### config.mk
export PLATFORM = sky130hd
export DESIGN_NAME = jtag_config_loader_flat
export DESIGN_NICKNAME = d
export VERILOG_FILES = /design/src/rtl/jtag_config_loader_if.sv /design/src/rtl/jtag_config_loader.sv /design/src/flat_wrapper.sv
export SDC_FILE = /design/constraint.sdc
export NUM_CORES = 1
export LEC_CHECK = 0
export ABC_AREA = 1
export ABC_CLOCK_PERIOD_IN_PS = 2430
export CORE_MARGIN = 5
export CORE_UTILIZATION = 25
export CTS_CLUSTER_DIAMETER = 40
export DETAILED_ROUTE_END_ITERATION = 8
export GPL_TIMING_DRIVEN = 0
export PLACE_DENSITY = 0.49
export SLEW_MARGIN = 10
export SYNTH_ARGS = -nofsm -noshare
export SYNTH_HDL_FRONTEND = slang
export SYNTH_SLANG_ARGS = --single-unit
### constraint.sdc
create_clock -name clk -period 2.43 [get_ports clk]
set_input_delay 0.6075 -clock clk [delete_from_list [all_inputs] [get_ports clk]]
set_output_delay 0.6075 -clock clk [all_outputs]
set_load 0.05 [all_outputs]
### src/rtl/jtag_config_loader_if.sv
// jtag_config_loader_if
//   TAP-side word channel feeding the configuration loader.
//   active        : PROGRAM instruction in progress (TCK domain, async to clk)
//   config_strobe : rising edge marks a new word (TCK domain)
//   config_data   : 32-bit word, stable from strobe rise until strobe fall
//   master modport: driven by the TAP; slave modport: consumed by the loader.
interface jtag_config_loader_if;
  logic        active;
  logic        config_strobe;
  logic [31:0] config_data;

  modport master (output active, output config_strobe, output config_data);
  modport slave  (input  active, input  config_strobe, input  config_data);
endinterface

### src/rtl/jtag_config_loader.sv
// jtag_config_loader
//   Receives framed configuration packets from the JTAG TAP, resynchronises
//   the TCK-domain strobe into clk, stages the payload in a shadow bank and
//   commits it atomically to the live registers when the XOR checksum matches.
//   Packet: header {8'hA5, start S, count N, 8'h00}, N payload words, then a
//   checksum word equal to the XOR of the header and all payload words.
//
// Ports
//   clk         : system clock
//   reset_n     : asynchronous active-low reset
//   tap         : TAP word channel (active / config_strobe / config_data)
//   cfg_regs    : live registers, reg i at [32i+31:32i]
//   cfg_valid   : at least one packet committed since reset
//   apply_pulse : one-clk pulse when a commit lands in cfg_regs
//   load_error  : sticky error, cleared by the next accepted header
//   busy        : FSM is outside IDLE
//
// FSM states
//   state   | meaning
//   IDLE    | waiting for a header word (ignored while active is low)
//   PAYLOAD | writing payload words into the shadow bank
//   CHECK   | waiting for the checksum word
//   COMMIT  | single cycle: copy shadow range into cfg_regs
module jtag_config_loader #(
  parameter int NUM_REGS    = 8,
  parameter int SYNC_STAGES = 2
) (
  input  logic                      clk,
  input  logic                      reset_n,
  jtag_config_loader_if.slave       tap,
  output logic [NUM_REGS*32-1:0]    cfg_regs,
  output logic                      cfg_valid,
  output logic                      apply_pulse,
  output logic                      load_error,
  output logic                      busy
);

  localparam int AW = (NUM_REGS > 1) ? $clog2(NUM_REGS) : 1;

  typedef enum logic [1:0] {
    S_IDLE    = 2'd0,
    S_PAYLOAD = 2'd1,
    S_CHECK   = 2'd2,
    S_COMMIT  = 2'd3
  } state_t;

  state_t state, state_next;

  // ---------------------------------------------------------------------
  // Strobe / active resynchronisation
  // ---------------------------------------------------------------------
  logic [SYNC_STAGES-1:0] strobe_sync;
  logic [SYNC_STAGES-1:0] active_sync;
  logic                   strobe_prev;
  logic                   active_prev;
  logic                   strobe_s;
  logic                   active_s;
  logic                   evt_raw;
  logic                   active_fall;
  logic                   word_evt;
  logic [31:0]            data_hold;

  assign strobe_s    = strobe_sync[SYNC_STAGES-1];
  assign active_s    = active_sync[SYNC_STAGES-1];
  assign evt_raw     = strobe_s & ~strobe_prev;
  assign active_fall = active_prev & ~active_s;

  // config_data has been stable for SYNC_STAGES clocks when evt_raw fires,
  // so it is safe to sample directly. word_evt is registered alongside the
  // holding register so the FSM always sees a word that is already captured.
  always_ff @(posedge clk or negedge reset_n) begin
    if (!reset_n) begin
      strobe_sync <= '0;
      active_sync <= '0;
      strobe_prev <= 1'b0;
      active_prev <= 1'b0;
      word_evt    <= 1'b0;
      data_hold   <= '0;
    end else begin
      strobe_sync <= {strobe_sync[SYNC_STAGES-2:0], tap.config_strobe};
      active_sync <= {active_sync[SYNC_STAGES-2:0], tap.active};
      strobe_prev <= strobe_s;
      active_prev <= active_s;
      word_evt    <= evt_raw;
      if (evt_raw) begin
        data_hold <= tap.config_data;
      end
    end
  end

  // ---------------------------------------------------------------------
  // Header decode
  // ---------------------------------------------------------------------
  logic [7:0] hdr_sync;
  logic [7:0] hdr_start;
  logic [7:0] hdr_count;
  logic [7:0] hdr_rsvd;
  logic [8:0] hdr_end;
  logic       hdr_ok;

  assign hdr_sync  = data_hold[31:24];
  assign hdr_start = data_hold[23:16];
  assign hdr_count = data_hold[15:8];
  assign hdr_rsvd  = data_hold[7:0];
  assign hdr_end   = {1'b0, hdr_start} + {1'b0, hdr_count};

  // 9-bit end address makes S+N overflow visible instead of wrapping.
  assign hdr_ok = (hdr_sync == 8'hA5) && (hdr_rsvd == 8'h00) &&
                  (hdr_count != 8'h00) &&
                  ({1'b0, hdr_count} <= 9'(NUM_REGS)) &&
                  (hdr_end <= 9'(NUM_REGS));

  // ---------------------------------------------------------------------
  // Packet context
  // ---------------------------------------------------------------------
  logic [AW-1:0] ptr;
  logic [7:0]    remaining;
  logic [7:0]    pkt_start;
  logic [7:0]    pkt_count;
  logic [31:0]   xor_acc;
  logic [31:0]   shadow [NUM_REGS];
  logic [31:0]   cfg_q  [NUM_REGS];

  logic hdr_accept;
  logic hdr_reject;
  logic pay_write;
  logic chk_fail;
  logic abort_evt;
  logic commit_en;

  // ---------------------------------------------------------------------
  // FSM
  // ---------------------------------------------------------------------
  always_ff @(posedge clk or negedge reset_n) begin
    if (!reset_n) begin
      state <= S_IDLE;
    end else begin
      state <= state_next;
    end
  end

  always_comb begin
    state_next = state;
    hdr_accept = 1'b0;
    hdr_reject = 1'b0;
    pay_write  = 1'b0;
    chk_fail   = 1'b0;
    abort_evt  = 1'b0;
    commit_en  = 1'b0;
    case (state)
      S_IDLE: begin
        if (word_evt && active_s) begin
          if (hdr_ok) begin
            hdr_accept = 1'b1;
            state_next = S_PAYLOAD;
          end else begin
            hdr_reject = 1'b1;
          end
        end
      end
      S_PAYLOAD: begin
        // Abort wins over a word arriving in the same cycle.
        if (active_fall) begin
          abort_evt  = 1'b1;
          state_next = S_IDLE;
        end else if (word_evt) begin
          pay_write = 1'b1;
          if (remaining == 8'd1) begin
            state_next = S_CHECK;
          end
        end
      end
      S_CHECK: begin
        if (active_fall) begin
          abort_evt  = 1'b1;
          state_next = S_IDLE;
        end else if (word_evt) begin
          if (data_hold == xor_acc) begin
            state_next = S_COMMIT;
          end else begin
            chk_fail   = 1'b1;
            state_next = S_IDLE;
          end
        end
      end
      S_COMMIT: begin
        commit_en  = 1'b1;
        state_next = S_IDLE;
      end
      default: begin
        state_next = S_IDLE;
      end
    endcase
  end

  // ---------------------------------------------------------------------
  // Commit window: only the range named by the current header is copied.
  // Stale shadow entries from a failed packet lie outside any later range
  // unless rewritten first, so no explicit discard is needed.
  // ---------------------------------------------------------------------
  logic [NUM_REGS-1:0] commit_mask;
  logic [8:0]          pkt_end;

  assign pkt_end = {1'b0, pkt_start} + {1'b0, pkt_count};

  always_comb begin
    commit_mask = '0;
    for (int i = 0; i < NUM_REGS; i++) begin
      commit_mask[i] = (9'(i) >= {1'b0, pkt_start}) && (9'(i) < pkt_end);
    end
  end

  // ---------------------------------------------------------------------
  // Datapath
  // ---------------------------------------------------------------------
  always_ff @(posedge clk or negedge reset_n) begin
    if (!reset_n) begin
      ptr         <= '0;
      remaining   <= '0;
      pkt_start   <= '0;
      pkt_count   <= '0;
      xor_acc     <= '0;
      cfg_valid   <= 1'b0;
      apply_pulse <= 1'b0;
      load_error  <= 1'b0;
      for (int i = 0; i < NUM_REGS; i++) begin
        shadow[i] <= '0;
        cfg_q[i]  <= '0;
      end
    end else begin
      apply_pulse <= commit_en;

      if (hdr_accept) begin
        xor_acc   <= data_hold;
        ptr       <= hdr_start[AW-1:0];
        remaining <= hdr_count;
        pkt_start <= hdr_start;
        pkt_count <= hdr_count;
      end

      if (pay_write) begin
        shadow[ptr] <= data_hold;
        xor_acc     <= xor_acc ^ data_hold;
        ptr         <= ptr + 1'b1;
        remaining   <= remaining - 8'd1;
      end

      if (commit_en) begin
        cfg_valid <= 1'b1;
        for (int i = 0; i < NUM_REGS; i++) begin
          if (commit_mask[i]) begin
            cfg_q[i] <= shadow[i];
          end
        end
      end

      if (hdr_reject || chk_fail || abort_evt) begin
        load_error <= 1'b1;
      end else if (hdr_accept) begin
        load_error <= 1'b0;
      end
    end
  end

  assign busy = (state != S_IDLE);

  for (genvar g = 0; g < NUM_REGS; g++) begin : g_flat
    assign cfg_regs[g*32 +: 32] = cfg_q[g];
  end

endmodule

### src/flat_wrapper.sv
// flat-port wrapper written by rule: the top's interface ports become plain ports
module jtag_config_loader_flat 
#(
  parameter int NUM_REGS    = 8,
  parameter int SYNC_STAGES = 2
)
  (clk, reset_n, cfg_regs, cfg_valid, apply_pulse, load_error, busy, tap_active, tap_config_strobe, tap_config_data);
  jtag_config_loader_if tap_i ();
  input  logic clk;
  input  logic reset_n;
  output logic [NUM_REGS*32-1:0] cfg_regs;
  output logic cfg_valid;
  output logic apply_pulse;
  output logic load_error;
  output logic busy;
  input wire logic [$bits(tap_i.active)-1:0] tap_active;
  input wire logic [$bits(tap_i.config_strobe)-1:0] tap_config_strobe;
  input wire logic [$bits(tap_i.config_data)-1:0] tap_config_data;
  assign tap_i.active = tap_active;
  assign tap_i.config_strobe = tap_config_strobe;
  assign tap_i.config_data = tap_config_data;
  jtag_config_loader #(.NUM_REGS(NUM_REGS), .SYNC_STAGES(SYNC_STAGES)) u_core (.clk(clk), .reset_n(reset_n), .tap(tap_i), .cfg_regs(cfg_regs), .cfg_valid(cfg_valid), .apply_pulse(apply_pulse), .load_error(load_error), .busy(busy));
endmodule
# ---- Word-level counts from Yosys, hierarchy flattened
# Cells that the tools add are included.
dict set report totals {
  wordCells 140
  inputBits 36
  ff_bits 615
}
dict set report classes {
  muxes 36
  bitwise_logic 6
  n_reduce_logical 32
  magnitude_cmp 20
  add_sub_neg 4
  n_eq_ne 11
}
# operator n
set ops {}
lappend ops {{$bwmux 256} 1}
lappend ops {{$demux 32 s3} 1}
lappend ops {{$mux 32} 3}
lappend ops {{$lt 3x9->1 const A} 4}
lappend ops {{$eq 32x32->1} 1}
lappend ops {{$ge 3x8->1 const A} 4}
lappend ops {{$xor 32x32->32} 1}
lappend ops {{$add 8x8->9} 2}
lappend ops {{$lt 1x9->1 const A} 2}
lappend ops {{$lt 2x9->1 const A} 2}
lappend ops {{$mux 1} 18}
lappend ops {{$ge 1x8->1 const A} 2}
lappend ops {{$ge 2x8->1 const A} 2}
lappend ops {{$mux 2} 8}
lappend ops {{$mux 8} 2}
lappend ops {{$reduce_and 2->1} 8}
lappend ops {{$logic_and 1x1->1} 14}
lappend ops {{$le 9x4->1 const B} 1}
lappend ops {{$ne 3x1->1 const B} 3}
lappend ops {{$eq 8x1->1 const B} 1}
lappend ops {{$eq 8x8->1 const B} 1}
lappend ops {{$le 8x4->1 const B} 1}
lappend ops {{$logic_not 8->1} 1}
lappend ops {{$pmux 2 s4} 1}
lappend ops {{other kinds (17)} 25}

# ---- Logic depth before layout (Yosys ltp)
# Gate-level depths: netlist (run 1).
dict set report depth {
  depth_word 11
  ltp_mapped 16
  depth_no_buf 16
}

# ---- Worst setup path before layout (run 1)
# No wires, ideal clock.
dict set report synth_path {
  kind {reg2reg}
  startpoint {register u_core.pkt_start[0]}
  endpoint {register u_core.cfg_q (netlist bit u_core.cfg_regs[33])}
  t_required_ns 2.308
  path_buffers 1
  stages_incl_launch_ff 15
  slack_ns 0.155
  arrival_ns 2.152
  setup_ns 0.122
  cell_sequence {dfrtp_1 > ha_1 > inv_1 > fa_1 > inv_1 > nand3_1 > nand3_1 > nand2_1 > nor2_2 > nand3b_4 > nor2_4 > nand3_1 > nand2_4 > buf_2 > o21ai_1}
}
dict set report synth_via {
  elab_chain_cells 4
  elab_cells_between_ends 5
  classes_between {1 x add/sub; 2 x order compare; 2 x reduce/logical}
}
# element line_no
set synth_rtl {}
lappend synth_rtl {{start, declared} jtag_config_loader.sv:118} ;# logic [7:0] pkt_start;
lappend synth_rtl {{start signal, assigned} jtag_config_loader.sv:237} ;# pkt_start <= hdr_start;
lappend synth_rtl {{$add 8x8->9} jtag_config_loader.sv:204} ;# assign pkt_end = {1'b0, pkt_start} + {1'b0, pkt_count};
lappend synth_rtl {{$lt 1x9->1} jtag_config_loader.sv:209} ;# commit_mask[i] = (9'(i) >= {1'b0, pkt_start}) && (9'(i) < pkt_end);
lappend synth_rtl {{$logic_and 1x1->1 (*)} jtag_config_loader.sv:209}
lappend synth_rtl {{$reduce_and 2->1 (no source line) (*)} n/a}
lappend synth_rtl {{end signal, assigned by index} jtag_config_loader.sv:252} ;# cfg_q[i] <= shadow[i];
lappend synth_rtl {{end, declared} jtag_config_loader.sv:122} ;# logic [31:0] cfg_q [NUM_REGS];
# Every way passes the cells marked *; elsewhere a longest branch is shown, timed or not.
# A chain may end at the register's enable or synchronous reset.

# ---- Worst setup path after layout (run 1)
dict set report layout_path {
  startpoint {register u_core.pkt_count[0]}
  endpoint {register u_core.cfg_q (netlist bit u_core.cfg_regs[212])}
}
dict set report layout_via {
  elab_chain_cells 4
}
# element line_no
set layout_rtl {}
lappend layout_rtl {{start, declared} jtag_config_loader.sv:119} ;# logic [7:0] pkt_count;
lappend layout_rtl {{start signal, assigned} jtag_config_loader.sv:238} ;# pkt_count <= hdr_count;
lappend layout_rtl {{$add 8x8->9} jtag_config_loader.sv:204}
lappend layout_rtl {{$lt 3x9->1} jtag_config_loader.sv:209}
lappend layout_rtl {{$logic_and 1x1->1} jtag_config_loader.sv:209}
lappend layout_rtl {{$reduce_and 2->1 (no source line)} n/a}
# Every way passes these cells.

==> key figures, run 1 <==
Pwr
  • Pwr/cell area: 742 mW/mm^2
  • Total Power: 27400 uW
  • VDD IR max: 0.543 mV
  • Pleak: 0.0182 uW

Yosys
  • Synth Register Bits: 615
  • Distinct cells, synth: 43
  • Register area share after synthesis: 61.2%
  • EDFF count, synth: 0
  • Mapped Area: 0.0252 mm^2
  • Mean Syn Cell Area: 9.18 um^2
  • Post-synth ARST share: 100%
  • Yosys Warn Count: 0
  • Cells after Synth: 2739
  • Most common flop cell mapped by yosys: dfrtp_1
  • Syn nets: 2800

Timing
  • Setup Viol. Count Final: 157
  • Clock skew: 0.0254 ns
  • Fin Hold WS: 0.0704 ns
  • Minimum clock period: 2.51 ns
  • Worst-Margin Slew: 0.954 ns
  • Max Fclk: 399 MHz
  • RSZ-0062 raised after global routing: true
  • Worst rel slew slack: 36.4%
  • Final hold vios: 0
  • Slew Viols, Final: 0
  • Final worst path period share: 103%
  • Final worst slack: -0.0792 ns

Die
  • Total Die Area: 0.107 mm^2
  • FP Rows: 116
  • Core Area: 0.100 mm^2
  • Starting Density: 25.2%
  • Io pins: 296
  • Die width: 327 um
  • Die H: 327 um

Outcome
  • Status: complete, but fails checks
  • Failing checks: negative setup slack

Route
  • DR vias/cell: 4.53
  • Antenna Nets Post-Route: 0
  • WL final: 93.7 mm
  • DRT Pass-1 Iters: 6
  • DRT iter0 DRCs: 1603
  • DRC Markers: 0
  • Via count: 21100
  • DR WL/cell: 20.1 um

Finish
  • Syn-to-layout area delta: 46.8%
  • Fin nets: 3336
  • Layout cells sized above 1: 22.3%
  • Filler Cells Inserted: 10100

Clock tree
  • CTS buffer count: 105
  • Clock-pin slew on the worst setup and hold paths: 0.05 ns
  • CTS tree: built
  • Clock Path Buffers: 3
  • H-tree levels: 3
  • Root buffer cell: clkbuf_16
  • CTS sink cnt: 615
  • Worst-Skew Late Latency: 0.65 ns

Worst setup path
  • Critical path endpoint category: register
  • Critical Path RT: 2.96 ns
  • Crit start category: register
  • Worst-path maximum fanout: 5
  • WS Path Type: register to register
  • Critical path data arrival time: 3.04 ns

Global routing
  • Total track usage: 16.9%
  • Initial antenna violation count: 3
  • First-pass GRT wire length: 138 mm
  • Overflow left after global routing: 0
  • Pin count of the biggest net entering global routing: 104
  • Via count of the first global-routing pass: 21300

Place
  • Setup WS pre-CTS: -0.732 ns
  • Post-detail-place hpwl: 62.2 mm
  • Routability cong.: 0.815
  • IO buf count: 295

Job
  • Max Cap Violations: 0

Min path
  • Hold Crit Class: primary input to asynchronous set/reset pin
## worst max-delay path, stage by stage, from the launching register on
cell	delay, ns
dfrtp_1	0.37
ha_2	0.21
inv_2	0.04
fa_2	0.36
inv_2	0.10
nand3_4	0.08
nand3_2	0.07
nand2_2	0.06
nor2_4	0.11
nand3b_4	0.09
nor2_4	0.19
buf_6	0.13
o21ai_4	0.10
buf_6	0.18
clkbuf_16	0.17
nand3_4	0.06
nand2_1	0.06
## metal layers
| metal | track usage [%] | vias up | routed length [um] |
|---|---|---|---|
| li1 | - | 9932 | - |
| met1 | 22.5 | 10500 | 41200 |
| met2 | 27.2 | 564 | 43700 |
| met3 | 4.07 | 168 | 5710 |
| met4 | 5.58 | 2 | 3120 |
| met5 | 0 | - | 20 |
## cells in the final DEF, fill, tap and decap left out, types with 31 or more instances in the layout
cell             count
nand4_1             78
clkbuf_1            40
o21ai_0            226
o21ai_2             42
nand2_1            695
buf_4               72
nand2_2             65
nand3_2             62
clkdlybuf4s50_1     34
o21ai_1            120
clkbuf_16          129
inv_1              236
dlygate4sd2_1      259
a21oi_1             92
buf_2               32
dfrtp_1            598
nor2_1             125
clkinvlp_4          31
## report_power, final
group	total, uW	internal, uW	leakage (uW)	switching (uW)
Sequential	10500	10300	0.00850	195
Clock	15500	9970	0.00179	5490
Combinational	1400	412	0.00790	987
## sequential cells by signal (all words and copies together), names as in the netlist, 3 cells and up
register / flops
u_core.cfg_regs: 256
u_core.data_hold: 32
u_core.pkt_count: 8
u_core.pkt_start: 8
u_core.ptr: 3
u_core.remaining: 8
u_core.shadow: 256
u_core.xor_acc: 32
## layout make-up
cell class | count | area, um^2 | area share (%)
Sequential cell | 615 | 15400 | 41.7
Multi-Input combinational cell | 1713 | 9440 | 25.6
Timing Repair Buffer | 430 | 4530 | 12.3
Clock buffer | 125 | 2910 | 7.88
Tap cell | 1298 | 1620 | 4.40
Buffer | 145 | 1140 | 3.09
Inverter | 265 | 1040 | 2.83
Clock inverter | 70 | 815 | 2.21
Antenna cell | 3 | 7.51 | 0.0203
## synthesized netlist by cell type, types with 8 or more instances
library cell | count | area share [%]
xor2_1 | 18 | 0.63
inv_2 | 8 | 0.12
o21ai_0 | 232 | 4.6
buf_2 | 61 | 1.2
nor2_1 | 141 | 2.1
o21ai_1 | 156 | 3.1
nand4_1 | 78 | 1.9
buf_4 | 17 | 0.51
or2_2 | 10 | 0.25
a21oi_1 | 95 | 1.9
ha_1 | 23 | 1.1
clkbuf_1 | 64 | 0.96
dfrtp_1 | 615 | 61
nand2_1 | 782 | 12
inv_1 | 257 | 3.8
nor3_1 | 11 | 0.22
nand3_1 | 102 | 2.0
xnor2_1 | 21 | 0.73
## what timing repair did
item	CTS	global route
hold endpoints to repair	4	0
pin swaps	58	59
gates resized for setup	513	306
setup endpoints to repair	733	465
hold buffers	7	0
gates cloned	19	16
buffers inserted	62	29
## logic make-up (layout without fill, tap and decap cells)
logic type / count (synthesis) / in the layout / share of synthesized area [%]
buffers and inverters: 415 / 1035 / 6.79
and+or+nand+nor: 1154 / 1158 / 19.5
other: 0 / 3 / 0
adders and majority gates: 25 / 25 / 1.30
AOI/OAI and AO/OA: 491 / 491 / 9.89
xor gates and xnor gates: 39 / 39 / 1.36
DFF: 615 / 615 / 61.2
## path summary, 6_finish.rpt
kind                       depth (start not counted)             startpoint  slack (ns)                    end
setup / recovery                                  16    u_core.pkt_count[0]       -0.08   u_core.cfg_regs[212]
hold / removal                                     3                reset_n        0.07     u_core.shadow[211]
setup reg to reg                                  16    u_core.pkt_count[0]       -0.08   u_core.cfg_regs[212]
hold reg to reg                                    0  u_core.active_sync[0]        0.35  u_core.active_sync[1]
max in group asynchronous                          6                reset_n        0.53   u_core.cfg_regs[196]
min in group clk                                   0  u_core.active_sync[0]        0.35  u_core.active_sync[1]
## metrics by stage
step           utilization (%)  cell area (um^2)  cells  TNS [ns]
2_1_floorplan                -             25200   2739         0
3_3_place_gp              29.7             29700   4332         -
3_5_place_dp              29.9             29900   4339   -193.92
4_1_cts                   35.3             35300   4619     -3.79
5_1_grt                   36.9             36900   4661    -32.63
6_report                  36.9             36900   4664     -5.22
Note: power is estimated with default switching activity, not from simulation.
==> run 2, diff against run 1 <==
SLEW_MARGIN = default   (was 10)
==> key figures, run 2 (synthesized netlist as in run 1, its figures left out) <==
Timing
  • Final worst slack: -0.154 ns
  • Clock skew: 0.0316 ns
  • Setup Viol. Count Final: 175
  • Max Fclk: 387 MHz
  • Slew Viols, Final: 0
  • Final worst path period share: 106%
  • RSZ-0062 raised after global routing: true
  • Final hold vios: 91
  • Worst rel slew slack: 47.8%
  • Minimum clock period: 2.58 ns
  • Fin Hold WS: -0.101 ns
  • Worst-Margin Slew: 0.783 ns

Die
  • Core Area: 0.100 mm^2
  • Die H: 327 um
  • Total Die Area: 0.107 mm^2
  • Starting Density: 25.2%
  • Io pins: 296
  • FP Rows: 116
  • Die width: 327 um

Clock tree
  • Worst-Skew Late Latency: 0.65 ns
  • CTS tree: built
  • CTS sink cnt: 615
  • Root buffer cell: clkbuf_16
  • Clock-pin slew on the worst setup and hold paths: 0.06 ns
  • Clock Path Buffers: 3
  • H-tree levels: 3
  • CTS buffer count: 101

Route
  • Antenna Nets Post-Route: 0
  • Via count: 20800
  • DR WL/cell: 19.9 um
  • DRT Pass-1 Iters: 5
  • DR vias/cell: 4.50
  • DRT iter0 DRCs: 1545
  • WL final: 92.2 mm
  • DRC Markers: 0

Global routing
  • Via count of the first global-routing pass: 21000
  • Initial antenna violation count: 2
  • Total track usage: 16.8%
  • First-pass GRT wire length: 136 mm
  • Pin count of the biggest net entering global routing: 113
  • Overflow left after global routing: 0

Place
  • Routability cong.: 0.815
  • Post-detail-place hpwl: 62.0 mm
  • IO buf count: 295
  • Setup WS pre-CTS: -0.699 ns

Worst setup path
  • Worst-path maximum fanout: 5
  • WS Path Type: register to register
  • Crit start category: register
  • Critical path endpoint category: register
  • Critical Path RT: 2.96 ns
  • Critical path data arrival time: 3.11 ns

Finish
  • Syn-to-layout area delta: 46.6%
  • Layout cells sized above 1: 20.9%
  • Reg area: 0.0154 mm^2
  • Final core utilization: 36.9%
  • Multi-input gate area: 0.00921 mm^2
  • Filler Cells Inserted: 9984
  • Commonest cells after routing, fill and taps aside: 688 x nand2_1, 600 x dfrtp_1, 241 x inv_1
  • Fin nets: 3301
  • Commonest non-fill, non-tap cell in the layout: nand2_1

Job
  • Max Cap Violations: 0

Outcome
  • Status: complete, but fails checks
  • Failing checks: negative hold slack, negative setup slack

Pwr
  • Pleak: 0.0209 uW
  • VDD IR max: 0.421 mV
  • Pwr/cell area: 728 mW/mm^2

Min path
  • Hold Crit Class: primary input to asynchronous set/reset pin
[run 2: changes by cell type in the layout (fill, tap and decap cells not counted), sizes merged, moves of 3 or more]
cell	before	now
buf	202	183
clkbuf	200	191
clkdlybuf4s50	34	37
clkinvlp	31	28
dlygate4sd2	259	36
dlygate4sd3	5	0
dlymetal6s2s	0	220
inv	265	268
[run 2: through the flow]
step                hold WS [ns]  cells  power [uW]  setup TNS [ns]  instance area [um^2]
finish                    -0.101   4626       26800          -11.53                 36900
global route             -0.0854   4624       27800          -37.49                 36900
CTS                      -0.0237   4596       27200          -37.37                 35400
detailed placement         0.338   4337       11900         -186.18                 29900
global placement           0.335   4332       11900               -                 29700
floorplan                  0.312   2739       11000               0                 25200
[run 2: worst max-delay path, stage by stage (launching register included)]
cell       delay [ns]
dfrtp_1          0.40
ha_2             0.21
fa_2             0.38
xnor2_1          0.15
nand2_1          0.08
nand3_1          0.11
nand2_1          0.10
nor2_4           0.28
nand4_4          0.23
buf_12           0.22
clkbuf_16        0.16
nand3_1          0.06
nand2_1          0.06
[run 2: layout make-up]
| cell class | instances | share of cell area (%) |
|---|---|---|
| Timing Repair Buffer | 404 | 13.4 |
| Multi-Input combinational cell | 1712 | 25.0 |
| Inverter | 265 | 2.82 |
| Clock buffer | 122 | 7.60 |
| Tap cell | 1298 | 4.40 |
| Antenna cell | 2 | 0.0136 |
| Sequential cell | 615 | 41.8 |
| Buffer | 141 | 2.87 |
| Clock inverter | 67 | 2.14 |
[run 2: power by group]
part	internal, uW	total (uW)	switching (uW)
logic	339	1280	941
clock network	9580	15000	5420
registers	10300	10500	211
total	20300	26800	6570
[run 2: worst paths after layout]
kind,start,endpoint,slack (ns),cells after the start
max,u_core.data_hold[8],u_core.xor_acc[27],-0.15,12
min,reset_n,u_core.cfg_regs[123],-0.10,1
max reg2reg,u_core.data_hold[8],u_core.xor_acc[27],-0.15,12
min reg2reg,u_core.strobe_sync[0],u_core.strobe_sync[1],0.36,0
max in group asynchronous,reset_n,u_core.cfg_regs[200],0.46,4
min in group clk,u_core.strobe_sync[0],u_core.strobe_sync[1],0.36,0
[run 2: timing repair]
action	4_1_cts	5_1_grt
gates resized for setup	356	428
setup endpoints to repair	735	858
buffers inserted	50	32
cloned	22	7
pin swaps	52	51
hold endpoints to repair	63	91
[run 2: per-layer routing]
layer	global-route usage [%]	up-vias	wire length, um
met1	22.3	10300	40400
met4	5.38	2	2470
li1	-	9855	-
met2	27.4	503	43900
met3	3.57	132	5550
met5	0	-	13
